File: config.mk
export PLATFORM = sky130hd
export DESIGN_NAME = dmem_arbiter
export DESIGN_NICKNAME = d
export VERILOG_FILES = /design/src/rtl/dmem_arbiter.sv
export SDC_FILE = /design/constraint.sdc
export NUM_CORES = 1
export LEC_CHECK = 0
export CORE_AREA = 2 2 117 119
export DETAILED_ROUTE_END_ITERATION = 10
export DIE_AREA = 0 0 119 121
export PLACE_DENSITY = 0.66
export SKIP_LAST_GASP = 1
export SYNTH_ARGS = -nofsm -noshare
export SYNTH_HDL_FRONTEND = slang
export SYNTH_SLANG_ARGS = --single-unit
File: constraint.sdc
create_clock -name clk -period 2.1 [get_ports clk]
set_clock_uncertainty 0.05 [all_clocks]
set_input_delay 0.21 -clock clk [delete_from_list [all_inputs] [get_ports clk]]
set_output_delay 0.21 -clock clk [all_outputs]
set_load 0.03 [all_outputs]
File: src/rtl/dmem_arbiter.sv
// Single-port data-memory arbiter between the core MEM stage and a DMA master.
// Core-priority with a starvation override, bounded DMA locked bursts, 1-cycle read return.
module dmem_arbiter #(
    parameter int AW         = 32,
    parameter int DW         = 32,
    parameter int STARVE_MAX = 4
) (
    input  logic          clk,
    input  logic          rst,
    input  logic          core_req,
    input  logic          core_we,
    input  logic [AW-1:0] core_addr,
    input  logic [DW-1:0] core_wdata,
    output logic          core_gnt,
    output logic          core_stall,
    output logic          core_rvalid,
    output logic [DW-1:0] core_rdata,
    input  logic          dma_req,
    input  logic          dma_we,
    input  logic [AW-1:0] dma_addr,
    input  logic [DW-1:0] dma_wdata,
    input  logic          dma_lock,
    output logic          dma_gnt,
    output logic          dma_rvalid,
    output logic [DW-1:0] dma_rdata,
    output logic          mem_en,
    output logic          mem_we,
    output logic [AW-1:0] mem_addr,
    output logic [DW-1:0] mem_wdata,
    input  logic [DW-1:0] mem_rdata
);

    localparam int CW = $clog2(STARVE_MAX + 1);
    localparam logic [CW-1:0] SMAX = CW'(STARVE_MAX);

    typedef enum logic {
        PRI_CORE = 1'b0,
        PRI_DMA  = 1'b1
    } state_e;

    state_e        state_q, state_d;
    logic [CW-1:0] starve_cnt_q, starve_cnt_d;
    logic [CW-1:0] burst_cnt_q, burst_cnt_d;
    logic [CW-1:0] burst_nxt;
    logic          rsp_v_q, rsp_v_d;
    logic          rsp_core_q, rsp_core_d;

    // State register
    always_ff @(posedge clk or negedge rst) begin
        if (!rst) begin
            state_q      <= PRI_CORE;
            starve_cnt_q <= '0;
            burst_cnt_q  <= '0;
            rsp_v_q      <= 1'b0;
            rsp_core_q   <= 1'b0;
        end else begin
            state_q      <= state_d;
            starve_cnt_q <= starve_cnt_d;
            burst_cnt_q  <= burst_cnt_d;
            rsp_v_q      <= rsp_v_d;
            rsp_core_q   <= rsp_core_d;
        end
    end

    assign burst_nxt = burst_cnt_q + CW'(1);

    // Next-state logic
    always_comb begin
        state_d      = state_q;
        burst_cnt_d  = burst_cnt_q;
        starve_cnt_d = starve_cnt_q;

        if (dma_gnt || !dma_req) begin
            starve_cnt_d = '0;
        end else if (core_gnt && starve_cnt_q != SMAX) begin
            starve_cnt_d = starve_cnt_q + CW'(1);
        end

        case (state_q)
            PRI_DMA: begin
                // A dropped request or an exhausted/unlocked beat hands priority back.
                if (dma_req && dma_lock && burst_nxt < SMAX) begin
                    burst_cnt_d = burst_nxt;
                end else begin
                    state_d     = PRI_CORE;
                    burst_cnt_d = '0;
                end
            end
            default: begin
                if (dma_gnt && dma_lock) begin
                    state_d     = PRI_DMA;
                    burst_cnt_d = CW'(1);
                end
            end
        endcase

        rsp_v_d    = mem_en & ~mem_we;
        rsp_core_d = core_gnt;
    end

    // Output logic; grants are forced low while reset is held.
    always_comb begin
        core_gnt = 1'b0;
        dma_gnt  = 1'b0;
        if (rst) begin
            case (state_q)
                PRI_DMA: begin
                    if (dma_req)       dma_gnt  = 1'b1;
                    else if (core_req) core_gnt = 1'b1;
                end
                default: begin
                    if (core_req && dma_req && starve_cnt_q == SMAX) dma_gnt = 1'b1;
                    else if (core_req)                               core_gnt = 1'b1;
                    else if (dma_req)                                dma_gnt  = 1'b1;
                end
            endcase
        end

        mem_en    = core_gnt | dma_gnt;
        mem_we    = 1'b0;
        mem_addr  = '0;
        mem_wdata = '0;
        if (core_gnt) begin
            mem_we    = core_we;
            mem_addr  = core_addr;
            mem_wdata = core_wdata;
        end else if (dma_gnt) begin
            mem_we    = dma_we;
            mem_addr  = dma_addr;
            mem_wdata = dma_wdata;
        end
    end

    assign core_stall  = core_req & ~core_gnt;
    assign core_rvalid = rsp_v_q & rsp_core_q;
    assign dma_rvalid  = rsp_v_q & ~rsp_core_q;
    assign core_rdata  = rst ? mem_rdata : '0;
    assign dma_rdata   = rst ? mem_rdata : '0;

endmodule

* After elaboration in Yosys (flattened, before gate mapping)
Index checks and enable logic that the tools add are counted.
Operators by class: add/subtract/negate cells 2, order comparisons 1, equality and inequality tests 2, muxes and demuxes 25, bitwise logic cells 8, reductions and logical operators 10
Operator list (count):
- 2-to-1 mux 32 bit | 5
- 2-to-1 mux 1 bit | 15
- 2-to-1 mux 3 bit | 5
- adder 3 x 1 -> 3 bit (second input constant) | 2
- logical AND 1 bit | 6
- AND 1 bit | 4
- nonzero test 2 bit | 2
- equality test 3 bit (second input constant) | 1
- < comparator 3 bit (second input constant) | 1
- inequality test 3 bit (second input constant) | 1
- inverter 1 bit | 3
- zero test 1 bit | 1
- logical OR 1 bit | 1
- OR 1 bit | 1
Word-level totals: bits in registers 9, input port bits 167, output and inout port bits 135, word-level logic and storage cells 53

* Longest topological paths before layout
depth after elaboration 9, mapped depth 8, mapped depth without buffers 5

* Worst setup path after synthesis
OpenSTA, ideal clock, no wires.
path kind register -> output, start point register starve_cnt_q[0], end point output mem_addr[10], data arrival time 1.913 ns, required time 1.840 ns, slack -0.073 ns, stages on the path, launching flop included 7, path buffers 1, path through dfrtp_1 -> inv_1 -> ha_1 -> a21oi_2 -> a211oi_2 -> clkbuf_1 -> a22o_1
On the way: cells in the longest elaborated chain, start to end 7, elaborated cells on any way between the ends 10, classes of those cells eq/ne: 1; mux: 8; reduce/logical: 1
Ends and longest elaborated chain:
- start, declared | line 42 | logic [CW-1:0] starve_cnt_q, starve_cnt_d;
- start signal, assigned | line 58 | starve_cnt_q <= starve_cnt_d;
- equality test 3 bit | line 112 | if (core_req && dma_req && starve_cnt_q == SMAX) dma_gnt = 1'b1;
- logical AND 1 bit | line 112
- 2-to-1 mux 1 bit | line 112
- 2-to-1 mux 1 bit | line 106 | case (state_q)
- 2-to-1 mux 1 bit | line 105 | if (rst) begin
- named net dma_gnt | line 23 | output logic dma_gnt,
- 2-to-1 mux 32 bit | line 127 | end else if (dma_gnt) begin
- 2-to-1 mux 32 bit | line 123 | if (core_gnt) begin
- end, declared | line 28 | output logic [AW-1:0] mem_addr,
The timed path passes the listed nets, and every way through them passes these cells.

* Final worst setup path
start point register starve_cnt_q[0], end point output mem_wdata[2]
On the way: cells in the longest elaborated chain, start to end 7, elaborated cells on any way between the ends 10, classes of those cells eq/ne: 1; mux: 8; reduce/logical: 1
Ends and longest elaborated chain:
- equality test 3 bit (*) | line 112
- logical AND 1 bit (*) | line 112
- 2-to-1 mux 1 bit | line 112
- 2-to-1 mux 1 bit | line 106
- 2-to-1 mux 1 bit | line 105
- 2-to-1 mux 32 bit | line 127
- 2-to-1 mux 32 bit (*) | line 123
- end, declared | line 29 | output logic [DW-1:0] mem_wdata,
Mark *: on every way between the ends. The rest lies on a longest branch, timed or not.

==> out/metrics.csv <==
metric,value,unit
grt_pass1_vias,2971,
coreArea,13090,µm²
clock-sinks,9,
grt.overflow.total,0,
fin_total_pwr,0.001950,W
pre_cts_slack,-111.9,ps
synthSimpleGateAreaFrac,17.84,%
max-slew-margin-rel,68.79,%
violations,setup timing,
cts-root-buf,clkbuf_16,
cp_data_arrival_time,1870,ps
final_hold_viol_count,0,
setup_tns,-250.0,ps
fin_ws,-28.49,ps
worstMarginPinSlew,465.3,ps
dpl.hpwl,9.332,mm
worstSetupEndpointType,output port,
mostFrequentLayoutCells,"clkdlybuf4s50_1 (167), buf_4 (87), a22o_1 (45), buf_6 (45), and2_1 (35)",
synth_seq_cells,9,
max_freq,0.4698,GHz
synth_top_family_by_area,compound AO/OA/AOI/OAI gates,
synth-edff-count,0,
ir_drop,0.1523,mV
die_width,119,µm
drt_iter0_markers,79,
synthAdderAreaFrac,2.230,%
start_kind,flip-flop,
grt_start_max_net_pins,31,
post-route-period-util,101.4,%
finalCriticalPeriod,2128,ps
netlist_area,1683,µm²
initial_utilization,12.86,%
ios,302,
clock_latency,240,ps
grt.total_usage,15.13,%
muxShareOfSynthArea,0,%
slew_viol_final,0,
seq_area_frac_synth,13.38,%
synth_xor_area_share,1.041,%
tritoncts,built,
cts.path.max_buffers,2,
crit_type,reg2out,
yosysWarnings,0,
avgSynthCellArea,8.249,µm²
final_common_cell,clkdlybuf4s50_1,
first_pass_iters,4,
drc,0,
via_per_inst,4.274,
drive_above_1_share,41.30,%
vias,2868,
power.density,353.8,nW/µm²
numCtsBuffers,3,
synthToLayoutAreaGrowth,227.5,%
status,finished with violations,
synthCells,204,
ant_nets,0,
postSynth.asyncResetShare,100.0,%
place_congestion,0.7740,
grt_pass1_wl,16.81,mm
critPathMaxFanout,15,
core.rowCount,42,
maxCapViolCount,0,
nets,665,
leakage,2.446,nW
grt_setup_unrepaired,yes,
ys.flop_type,dfrtp_1,
synth-compound-area-share,42.45,%
totalWireLength,12.30,mm
path_clk_slew,40,ps
htree_levels,1,
n_fill_cell,1233,
antenna_found_initial,1,
die_h,121,µm
port_buffers,301,
die_area,14400,µm²
syn_nets,374,
cp.required,1840,ps
finalSetupViolCount,28,
wire_per_inst,18.33,µm
worst_hold_path_type,in2async,
synth_cell_types,33,
==> repair_timing <==
action | in CTS | in global routing
pin swaps | 20 | 18
hold buffers | 0 | 0
endpoints found under the setup margin | 68 | 65
cloned | 7 | 6
hold endpoints to repair | 0 | 0
buffers inserted | 7 | 6
gates resized for setup | 43 | 38
==> where the power goes <==
group	switching [W]	internal (W)
Clock	0.0000951	0.000252
Sequential	0.00000957	0.000186
Combinational	0.000635	0.000773
Total	0.000739	0.00121
==> state kept, by name, summed over array words and instances, names as in the netlist <==
signal	cells
rsp_core_q	1
starve_cnt_q	3
state_q	1
rsp_v_q	1
burst_cnt_q	3
==> layout make-up <==
type	instances	area, µm²	share of cell area [%]
repair buffers	338	3674	66.65
multi-input cells	136	1284	23.29
flip-flops and latches	9	225.2	4.086
well taps	176	220.2	3.995
clock buffers	3	75.07	1.362
inverters	7	26.28	0.4767
clock inverters	1	5.005	0.09081
diodes	1	2.502	0.04540
==> cell families (layout without fill, tap and decap cells) <==
family	count (synthesis)	after routing
AO/OA/AOI/OAI	83	83
buffers and inverters	59	349
AND/OR/NAND/NOR	48	48
flip-flops	9	9
adder cells (fa/ha/maj)	3	3
XOR/XNOR	2	2
other	0	1
==> cell usage after synthesis, drive strengths merged (2+ instances only) <==
cell	n	area (µm²)
nor2b	2	15.02
a21oi	3	18.77
o31ai	3	22.52
inv	7	26.27
ha	3	37.54
a211oi	4	35.03
dfrtp	9	225.2
and2	35	219.0
clkbuf	6	22.52
a22o	65	569.3
buf	46	339.1
nand2	6	30.03
or4	2	15.01
==> critical path, stage by stage (launching register included) <==
cell	delay (ps)
dfrtp_1	380
inv_2	80
ha_4	150
a21oi_4	70
a211oi_4	260
buf_12	210
buf_12	160
a22o_1	190
buf_12	130
==> metrics by stage <==
| stage | util, % | instances | area (µm²) | hold WS [ps] |
|---|---|---|---|---|
| final | 42.12 | 671 | 5512 | 160.8 |
| after global routing | 42.10 | 670 | 5509 | 208.5 |
| after CTS | 39.34 | 659 | 5147 | 182.1 |
| after detailed placement | 35.30 | 641 | 4619 | 499.0 |
| after global placement | 35.30 | 641 | 4619 | 472.2 |
| after floorplan | - | 204 | 1684 | -135.6 |
==> layer usage <==
layer  GRT usage [%]  routed length, µm  vias up  part of all wire (%)
li1                -                  -     1317                     -
met1           15.97               4338     1327                    35
met2           28.92               6492      207                    53
met3           3.994               1125       17                   9.1
met4           5.060                342        0                   2.8
met5               0                  0        -                     0
==> path summary, 6_finish.rpt <==
path / startpoint / end / slack (ps) / cells past startpoint
worst min register to register: burst_cnt_q[0]$_DFFE_PN0P_ / burst_cnt_q[0]$_DFFE_PN0P_ / 500 / 1
max in group asynchronous: rst / rsp_core_q$_DFF_PN0_ / 1610 / 2
worst max register to register: starve_cnt_q[1]$_DFFE_PN0P_ / starve_cnt_q[0]$_DFFE_PN0P_ / 200 / 7
min in group clk: burst_cnt_q[0]$_DFFE_PN0P_ / burst_cnt_q[0]$_DFFE_PN0P_ / 500 / 1
worst max-delay path: starve_cnt_q[0]$_DFFE_PN0P_ / mem_wdata[2] / -30 / 8
worst min-delay path: rst / starve_cnt_q[2]$_DFFE_PN0P_ / 160 / 2
Power figures use the tool's default switching activity.
==> edit: new RTL, same settings <==
The parameter `STARVE_MAX` goes from 4 to 8.
--- a/src/rtl/dmem_arbiter.sv
+++ b/src/rtl/dmem_arbiter.sv
@@ -3,7 +3,7 @@
 module dmem_arbiter #(
     parameter int AW         = 32,
     parameter int DW         = 32,
-    parameter int STARVE_MAX = 4
+    parameter int STARVE_MAX = 8
 ) (
     input  logic          clk,
     input  logic          rst,
Function: changed (Yosys sat finds a counterexample within 10 cycles, from zero or initial values and one cycle with rst low).
==> edit against the original RTL <==
Largest power group unchanged; wire length is 4.2% lower; die area is the same; the run still ends with negative setup slack left; synthesized cell count increased by 6.9%; setup slack got worse by 0.17 ns; cell area fell by 0.18%; sequential cell count rose by 2; register-to-register slack improved by 0.13 ns; synthesized area rose by 5.9%; power rose by 0.92%; via count rose by 1.5%; sequential share of layout area up 0.92 points.
==> edit: results (changes against the original RTL) <==
status=finished with violations; failing checks=negative setup slack; estimated wirelength of the detail-placed design=9.088 mm (-2.6%); number of buffers outside the clock class in the layout=333 (-1.5%); net count after synthesis=388 (+3.7%); diodes inserted=0 (-1); comb_multi_in=145 (+6.6%); Post CTS Setup Buffer Count=12 (+5); maximum number of pins on one net before global-route repair=33 (+6.5%); share of synthesized cell area in full adder, half adder and majority cells=2.105% (-0.13 points); leading post-synthesis cells by instance count=65 x a22o_1, 35 x and2_1, 33 x buf_4; wire length on met1=4.383 mm (+1.0%); non-clock inverter count in the final layout=9 (+2); initial antenna violation count=0 (-1); post-route worst setup slack=-0.1987 ns (-0.1702 ns); ranking of synthesized cells by area=a22o_1 32%, dfrtp_1 15%, buf_4 14%; number of nets in the layout=673 (+1.2%); final-layout clock buffer total=4 (+1); internal power=1234 uW (+1.9%); met3 demand-to-capacity share in global routing=3.712% (-0.28 points); compound-gate portion of the synthesized area=42.46% (about the same); leakage=0.002444 uW (about the same); post-layout utilization of the core=42.04% (-0.077 points); layout cell share with drive strength beyond 1=42.83% (+1.5 points); wire length of the first global-routing pass=17.37 mm (+3.3%); overall global routing resource usage=15.48% (+0.35 points); Regs by FF count=burst_cnt_q: 4 flops, starve_cnt_q: 4 flops; Starting DRT DRC Count=72 (-8.9%); placer congestion estimate=0.9003 (+16%); post-detailed-placement cell area=4763 um^2 (+3.1%); slew at the pin with the worst max-slew slack=0.3621 ns (-0.1032 ns); Setup violations, final=66 (+140%); share of cell area taken by multi-input logic gates=24.86% (+1.6 points); Sequential cell area=275.3 um^2 (+22%); TNS Setup=-9.889 ns (-9.639 ns); via count of the first global-routing pass=3127 (+5.3%); worst setup timing slack at the placement stage=0.01419 ns (+0.1261 ns); syn avg cell area=8.179 um^2 (-0.86%); Non-Filler Instances=678 (+1.0%); Seq/Total Area, Yosys=15.44% (+2.1 points); xor and xnor area share after synthesis=0% (-1.0 points); post-synthesis sequential element count=11 (+2); via total after detailed routing=2911 (+1.5%)
-- edit: changes by cell type after synthesis, moves of 3 or more --
cell     delta
buf_2       +4
buf_4       -3
inv_1       +3
nand4_1     +3
o31ai_1     +3
-- edit: final timing paths --
check | start | to | slack, ns | cells past startpoint
max | starve_cnt_q[0]$_DFFE_PN0P_ | mem_addr[22] | -0.20 | 8
min | rst | starve_cnt_q[3]$_DFFE_PN0P_ | 0.41 | 3
max reg2reg | starve_cnt_q[0]$_DFFE_PN0P_ | rsp_v_q$_DFF_PN0_ | 0.33 | 6
min reg2reg | burst_cnt_q[3]$_DFFE_PN0P_ | burst_cnt_q[3]$_DFFE_PN0P_ | 0.49 | 2
max in group asynchronous | rst | starve_cnt_q[1]$_DFFE_PN0P_ | 1.42 | 3
min in group clk | burst_cnt_q[3]$_DFFE_PN0P_ | burst_cnt_q[3]$_DFFE_PN0P_ | 0.49 | 2
